<file path="config.mk">
export PLATFORM = sky130hd
export DESIGN_NAME = demux1x3_hs
export DESIGN_NICKNAME = d
export VERILOG_FILES = /design/src/rtl/demux1x3_hs.sv
export SDC_FILE = /design/constraint.sdc
export NUM_CORES = 1
export LEC_CHECK = 0
export ABC_CLOCK_PERIOD_IN_PS = 3750
export CAP_MARGIN = 20
export CORE_MARGIN = 4
export CORE_UTILIZATION = 48
export CTS_BUF_LIST = sky130_fd_sc_hd__clkbuf_8 sky130_fd_sc_hd__clkbuf_16
export DETAILED_ROUTE_END_ITERATION = 16
export PLACE_DENSITY = 0.85
export SYNTH_ARGS = -nofsm -noshare
export SYNTH_HDL_FRONTEND = slang
export SYNTH_SLANG_ARGS = --single-unit
export TNS_END_PERCENT = 30
</file>
<file path="constraint.sdc">
create_clock -name clk -period 3.75 [get_ports clk]
set_input_delay 0.375 -clock clk [delete_from_list [all_inputs] [get_ports clk]]
set_output_delay 0.375 -clock clk [all_outputs]
set_load 0.02 [all_outputs]
</file>
<file path="src/rtl/demux1x3_hs.sv">
// One-to-three handshaked demultiplexer with a one-entry holding register per destination.
// Optional delivery counters are built when DEMUX1X3_HS_CNT_EN is defined.
module demux1x3_hs #(
  parameter int DATA_W = 32
) (
  input  logic              clk,
  input  logic              rst_n,
  input  logic [DATA_W-1:0] in_data,
  input  logic [1:0]        in_sel,
  input  logic              in_valid,
  output logic              in_ready,
  output logic [DATA_W-1:0] out0_data,
  output logic [DATA_W-1:0] out1_data,
  output logic [DATA_W-1:0] out2_data,
  output logic [2:0]        out_valid,
  input  logic [2:0]        out_ready,
  output logic              err_sel
`ifdef DEMUX1X3_HS_CNT_EN
  ,
  input  logic              cnt_clr,
  output logic [15:0]       cnt0,
  output logic [15:0]       cnt1,
  output logic [15:0]       cnt2
`endif
);

  // Handshake: a word moves on a rising edge where valid and ready are both 1;
  // ready never depends on valid, and a holder may refill in the cycle it drains.
  logic [DATA_W-1:0] data_q [3];
  logic [2:0]        valid_q;
  logic [2:0]        load;
  logic [3:0]        blocked;
  logic              accept;
  logic              err_q;

  // Select 3 maps onto the always-free top bit, so illegal words are always taken.
  assign blocked  = {1'b0, valid_q & ~out_ready};
  assign in_ready = ~blocked[in_sel];
  assign accept   = in_valid & in_ready;

  for (genvar i = 0; i < 3; i++) begin : g_dest
    assign load[i] = accept & (in_sel == 2'(i));

    always_ff @(posedge clk or negedge rst_n) begin
      if (!rst_n) begin
        valid_q[i] <= 1'b0;
        data_q[i]  <= '0;
      end else if (load[i]) begin
        valid_q[i] <= 1'b1;
        data_q[i]  <= in_data;
      end else if (out_ready[i]) begin
        valid_q[i] <= 1'b0;
      end
    end
  end

  always_ff @(posedge clk or negedge rst_n) begin
    if (!rst_n) begin
      err_q <= 1'b0;
    end else begin
      err_q <= accept & (in_sel == 2'd3);
    end
  end

  assign out0_data = data_q[0];
  assign out1_data = data_q[1];
  assign out2_data = data_q[2];
  assign out_valid = valid_q;
  assign err_sel   = err_q;

`ifdef DEMUX1X3_HS_CNT_EN
  logic [15:0] cnt_q [3];

  for (genvar i = 0; i < 3; i++) begin : g_cnt
    always_ff @(posedge clk or negedge rst_n) begin
      if (!rst_n) begin
        cnt_q[i] <= '0;
      end else if (cnt_clr) begin
        cnt_q[i] <= '0;
      end else if (valid_q[i] && out_ready[i] && (cnt_q[i] != 16'hFFFF)) begin
        cnt_q[i] <= cnt_q[i] + 16'd1;
      end
    end
  end

  assign cnt0 = cnt_q[0];
  assign cnt1 = cnt_q[1];
  assign cnt2 = cnt_q[2];
`endif

endmodule

</file>
==> results by group, run 1 <==
Critical path
  – Startpoint types: primary input
  – WP data required: between 3 and 4 ns
  – Critical path type: in -> out
  – Crit end category: primary output
  – Worst EP arrival: 1.86 ns
  – RR Startpoint: out_valid[0]$_DFFE_PN0P_
  – Crit-path max FO: 3
  – Worst setup startpoint: out_ready[0]

Floorplan
  – DIE AREA: around 9700 µm²
  – Initial Utilization: 0.503
  – CORE AREA: 7850 µm²
  – DIE HEIGHT: 98.7 µm
  – # IOs: 141
  – Die width: 98.7 µm
  – Row count: 32

STA
  – Relative slew slack: 0.363
  – Fin. Hold Viols: 0
  – Max Slew Vio Count: 0
  – # setup viols final: 0
  – Clk_skew: 0.0112 ns
  – Worst hold slack: 0.152 ns
  – Final min period: 2.23 ns
  – RSZ-0062 raised after global routing: false
  – Least-Margin Pin Slew: 0.956 ns
  – Fmax: 448 MHz
  – Fin crit share: 0.595
  – Setup TNS: 0 ns

Yosys
  – Syn_area_per_cell: 17.7 µm²
  – Unique masters post-synth: 18
  – Synthesized cell area: 3950 µm²
  – Leading area contributor after synthesis: dfrtp_1
  – Syn nets: ~260
  – Ys Warns: 0
  – Post-synth top area share: 0.634
  – Seq cells post-synth: 100
  – Cells after synthesis: about 220
  – Sequential cell area fraction in the yosys report: 0.634
  – Largest cells by area after synthesis: dfrtp_1, mux2_2, mux2_4

Clock network
  – Worst-Skew Late Latency: 0.36 ns
  – CTS tree: yes
  – # H-tree levels: 3
  – Clk slew on worst S/H paths: approximately 0.090 ns
  – Post-CTS setup buffers: 0
  – Clock root buffer master: clkbuf_8
  – # hold bufs at CTS: 0
  – Clock sinks: 100
  – # resized after CTS: 0
  – Maximum clock insertion buffer count: 2
  – CTS buffer count: 9

Global route
  – Initial antenna violation count: 0
  – GRT Total Usage: 0.182
  – Number of global-route vias before repair: 2611
  – Overflow after GRT: 0
  – First-pass GRT wire length: 13.8 mm
  – Largest net degree at the start of global routing: 79

Flow run
  – MaxCap Viol Count: 0

Drt
  – Avg WL per Cell: approximately 18 µm
  – Drt drc: 0
  – Post-Route WL: 8.57 mm
  – DR iter-0 viols: 51
  – Antenna Violating Nets Remaining: 0
  – Pre-Repair DR Iteration Count: 4
  – Vias: 2369
  – DR vias/cell: ~5.0

Status
  – Outcome: completed

Placement
  – Input/output buffers: 140
  – Routability cong.: 0.742
  – Dpl hpwl: 6.13 mm

Pwr
  – Leak pwr: 2.38 nW
  – PwrDens: 586 nW/µm²
  – Maximum vdd drop: 0.000283 V

Cells and area
  – Area growth, synth to finish: 41.3%
  – Layout Nets: 407
  – Inserted Diodes: 0
  – Layout cells sized above 1: 0.320

Min path
  – Hold crit path type: in -> async
routing by layer:
metal,wire length [µm],track usage,share of wire
met1,3410,0.208,0.40
met4,60,0.0410,0.0070
met3,729,0.0913,0.085
met5,0,0,0
met2,4380,0.310,0.51
per-stage QoR:
stage	setup slack, ns	power [mW]	util	area (µm²)	std cells
after global placement	1.33	2.54	0.683	5360	458
after floorplan	2.19	1.98	-	3950	223
final	1.52	3.27	0.711	5580	474
after CTS	1.50	3.31	0.711	5580	474
after global routing	1.42	3.42	0.711	5580	474
after detailed placement	1.24	2.57	0.683	5360	458
cell usage after synthesis, drive strengths merged:
cell type and number:
dfrtp 100, mux2 96, buf 10, nand2 4, o21ai 3, and3 2, nand2b 2, nand3b 2
nor2b 2, nor3 1, or2 1
sequential cells by signal, indices dropped and copies added (netlist names):
signal,flops
err_sel,1
out0_data,32
out1_data,32
out2_data,32
out_valid,3
cell families (layout without fill, tap and decap cells):
| family | Yosys count | in the layout | synth area share |
|---|---|---|---|
| compound gates | 3 | 3 | 0.00380 |
| buf+inv | 10 | 159 | 0.0342 |
| simple gates | 14 | 14 | 0.0260 |
| mux | 96 | 96 | 0.302 |
| flops | 100 | 100 | 0.634 |
final cells by class:
cell class / count / area [µm²]
fill: 555 / 2270
timing repair buffer: 143 / 1420
tap: 102 / 128
sequential: 100 / 2500
clock inverter: 7 / 92.6
multi-input combinational: 113 / 1310
clock buffer: 9 / 124
path summary, 6_finish.rpt:
path | to | slack [ns] | depth (start not counted)
worst max register to register | out0_data[2]$_DFFE_PN0P_ | 1.87 | 3
max in group asynchronous | out1_data[18]$_DFFE_PN0P_ | 2.70 | 2
worst min register to register | out1_data[26]$_DFFE_PN0P_ | 0.49 | 1
worst min-delay path | out2_data[29]$_DFFE_PN0P_ | 0.15 | 1
min in group clk | out1_data[26]$_DFFE_PN0P_ | 0.49 | 1
worst max-delay path | in_ready | 1.52 | 5
report_power, final:
part	internal [mW]	total [mW]	leakage, nW	switching, mW
Combinational	0.615	1.11	1.09	0.500
Clock	0.373	0.734	0.107	0.360
Sequential	1.30	1.42	1.19	0.123
Total	2.29	3.27	2.38	0.983
layout by cell type, fill, tap and decap left out:
cell,instances
nor2b_2,1
mux2_4,30
nor3_4,1
and3_4,1
o21ai_0,3
buf_4,4
mux2_2,64
clkinv_2,1
or2_2,1
bufinv_16,2
clkinv_4,1
clkbuf_8,9
nand2_1,4
nor2b_1,1
clkdlybuf4s50_1,139
mux2_1,2
nand3b_2,1
and3_2,1
dfrtp_1,100
nand3b_1,1
nand2b_1,2
inv_1,1
clkinvlp_4,2
critical path: stages:
cell	delay (ns)
clkdlybuf4s50_1	0.45
nand2b_1	0.17
o21ai_0	0.08
o21ai_0	0.13
clkdlybuf4s50_1	0.64
(Power assumes the default switching activity.)
==> run 2: changes to the inputs <==
Settings changed: ABC_CLOCK_PERIOD_IN_PS 3750 to 1900, CORE_UTILIZATION 48 to 40, PLACE_DENSITY 0.85 to 0.75.
Clock period 3.75 ns to 1.9 ns, I/O delays scaled along.
==> results by group, run 2 (synthesis results as in run 1) <==
Clock network
  – Maximum clock insertion buffer count: 2 (unchanged)
  – Post-CTS setup buffers: 0 (unchanged)
  – Clock root buffer master: clkbuf_8
  – CTS tree: yes
  – CTS buffer count: 9 (unchanged)
  – Clock sinks: 100 (unchanged)
  – # H-tree levels: 3 (unchanged)
  – Worst-Skew Late Latency: 0.35 ns (about the same)
  – Clk slew on worst S/H paths: 0.09 ns (about the same)

Cells and area
  – Inserted Diodes: 0 (unchanged)
  – Layout Nets: 416 (+2.2%)
  – Layout cells sized above 1: 0.332 (+0.0117)
  – Area growth, synth to finish: 44.8%
  – Final design utilization: 0.607 (-0.103)
  – Commonest cells after routing, fill and taps aside: clkdlybuf4s50_1, dfrtp_1, mux2_2, mux2_4, clkbuf_8
  – Multi-input gate area: 1310 µm² (unchanged)
  – Most common cell after layout, fill and taps aside: clkdlybuf4s50_1
  – Post-route insts no fill: 509 (+7.4%)
  – FILL cells: 731 (+32%)
  – Storage cell area: 2500 µm² (unchanged)

Global route
  – Overflow after GRT: 0 (unchanged)
  – Initial antenna violation count: 0 (unchanged)
  – First-pass GRT wire length: 14.2 mm (+2.7%)
  – Number of global-route vias before repair: 2641 (+1.1%)
  – Largest net degree at the start of global routing: 101 (+28%)
  – GRT Total Usage: 0.157 (-0.0251)

Floorplan
  – Row count: 35 (+9.4%)
  – Initial Utilization: 0.419 (-0.0838)
  – DIE HEIGHT: 107 µm (+8.8%)
  – CORE AREA: 9420 µm² (+20%)
  – # IOs: 141 (unchanged)
  – Die width: 107 µm (+8.8%)
  – DIE AREA: 11500 µm² (+18%)

Placement
  – Dpl ws: -0.0418 ns (-1.28 ns)
  – Placed cell count: 493 (+7.6%)
  – Input/output buffers: 140 (unchanged)
  – Dpl hpwl: 6.31 mm (+2.9%)
  – Routability cong.: 0.753 (+1.5%)

Status
  – Outcome: completed

Critical path
  – Worst path slowest cell: dfrtp_1
  – CP top delay family: flip-flops
  – Startpoint types: flip-flop
  – R2r worst-path depth: 4 (+1)
  – Most frequent CP cell: o21ai_0
  – Crit path depth: 4 (-1)
  – Crit-path max FO: 3 (unchanged)
  – Crit end category: primary output
  – Critical path cell sequence: nand2b_1, o21ai_0, o21ai_0, dlygate4sd2_1
  – WP data required: 1.71 ns (-1.67 ns)
  – FF-to-FF setup slack: 0.35 ns (-1.52 ns)
  – Worst EP arrival: 1.53 ns (-0.33 ns)
  – Critical path type: reg -> out
  – Max stage delay on crit path: 0.39 ns (-0.25 ns)
  – Buf/Inv on CP: 1 (-1)

Pwr
  – PwrDens: 1110 nW/µm² (+89%)
  – Leak pwr: 2.44 nW (+2.4%)
  – Maximum vdd drop: 0.000545 V (+92%)

Drt
  – DR vias/cell: 4.75 (-5.0%)
  – Avg WL per Cell: 17.2 µm (-4.7%)
  – Vias: 2417 (+2.0%)
  – Post-Route WL: 8.77 mm (+2.3%)
  – Drt drc: 0 (unchanged)
  – Pre-Repair DR Iteration Count: 4 (unchanged)
  – DR iter-0 viols: 43 (-16%)
  – Antenna Violating Nets Remaining: 0 (unchanged)

STA
  – Max Slew Vio Count: 0 (unchanged)
  – Clk_skew: 0.00862 ns (-0.00261 ns)
  – Fin. Hold Viols: 0 (unchanged)
  – # setup viols final: 0 (unchanged)
  – Least-Margin Pin Slew: 0.541 ns (-0.415 ns)
  – Worst hold slack: 0.414 ns (+0.262 ns)
  – RSZ-0062 raised after global routing: false
  – Fmax: 582 MHz
  – Fin crit share: 0.905
  – Relative slew slack: 0.640 (+0.277)
  – Final min period: 1.72 ns
  – Setup WS post-layout: 0.181 ns (-1.34 ns)

Min path
  – Hold crit path type: in -> async

Flow run
  – MaxCap Viol Count: 0 (unchanged)
==> run 2: cell types whose count changed in the layout (fill, tap and decap cells not counted), sizes merged <==
cell | before | now
buf | 4 | 12
bufinv | 2 | 1
clkbuf | 9 | 10
clkdlybuf4s50 | 139 | 138
clkinv | 2 | 1
dlygate4sd2 | 0 | 1
dlygate4sd3 | 0 | 1
==> run 2: worst min-delay path: stages <==
cell and delay, ns:
dlygate4sd3_1 0.53, buf_4 0.12, buf_12 0.37
==> run 2: where the power goes <==
part / switching [mW] / total, mW / internal [mW]
clock network: 0.692 / 1.32 / 0.631
logic: 0.987 / 2.22 / 1.23
registers: 0.235 / 2.80 / 2.56
==> run 2: layer usage <==
metal	vias to the layer above	share of wire	GRT usage	wire length, µm
li1	1088	-	-	-
met1	1228	0.41	0.198	3630
met5	-	0	0	0
met3	11	0.082	0.0528	719
met4	0	0.012	0.0460	109
met2	90	0.49	0.259	4320
==> run 2: through the flow <==
stage	setup TNS (ns)	instance area [µm²]	power (mW)
6_report	0	5720	6.34
4_1_cts	0	5720	6.43
5_1_grt	0	5720	6.66
3_5_place_dp	-0.0418	5520	5.09
2_1_floorplan	0	3950	3.90
3_3_place_gp	-0.0357	5520	5.04
==> run 2: final cells by class <==
type / instances / share of cell area
well taps: 129 / 0.0282
clock inverters: 5 / 0.00941
multi-input cells: 113 / 0.229
flip-flops and latches: 100 / 0.438
repair buffers: 152 / 0.271
clock buffers: 10 / 0.0241
==> run 2: what timing repair did <==
action                                 CTS  global route
resized for setup                        1             0
setup endpoints to repair                1             0
endpoints found under the hold margin  100             0
hold buffers                             1             0
==> run 2: worst paths after layout <==
check / to / startpoint
max: in_ready / out_valid[0]$_DFFE_PN0P_
min: out0_data[29]$_DFFE_PN0P_ / rst_n
max reg2reg: out1_data[10]$_DFFE_PN0P_ / out_valid[1]$_DFFE_PN0P_
min reg2reg: out0_data[6]$_DFFE_PN0P_ / out0_data[6]$_DFFE_PN0P_
max in group asynchronous: out1_data[1]$_DFFE_PN0P_ / rst_n
min in group clk: out2_data[19]$_DFFE_PN0P_ / in_data[19]
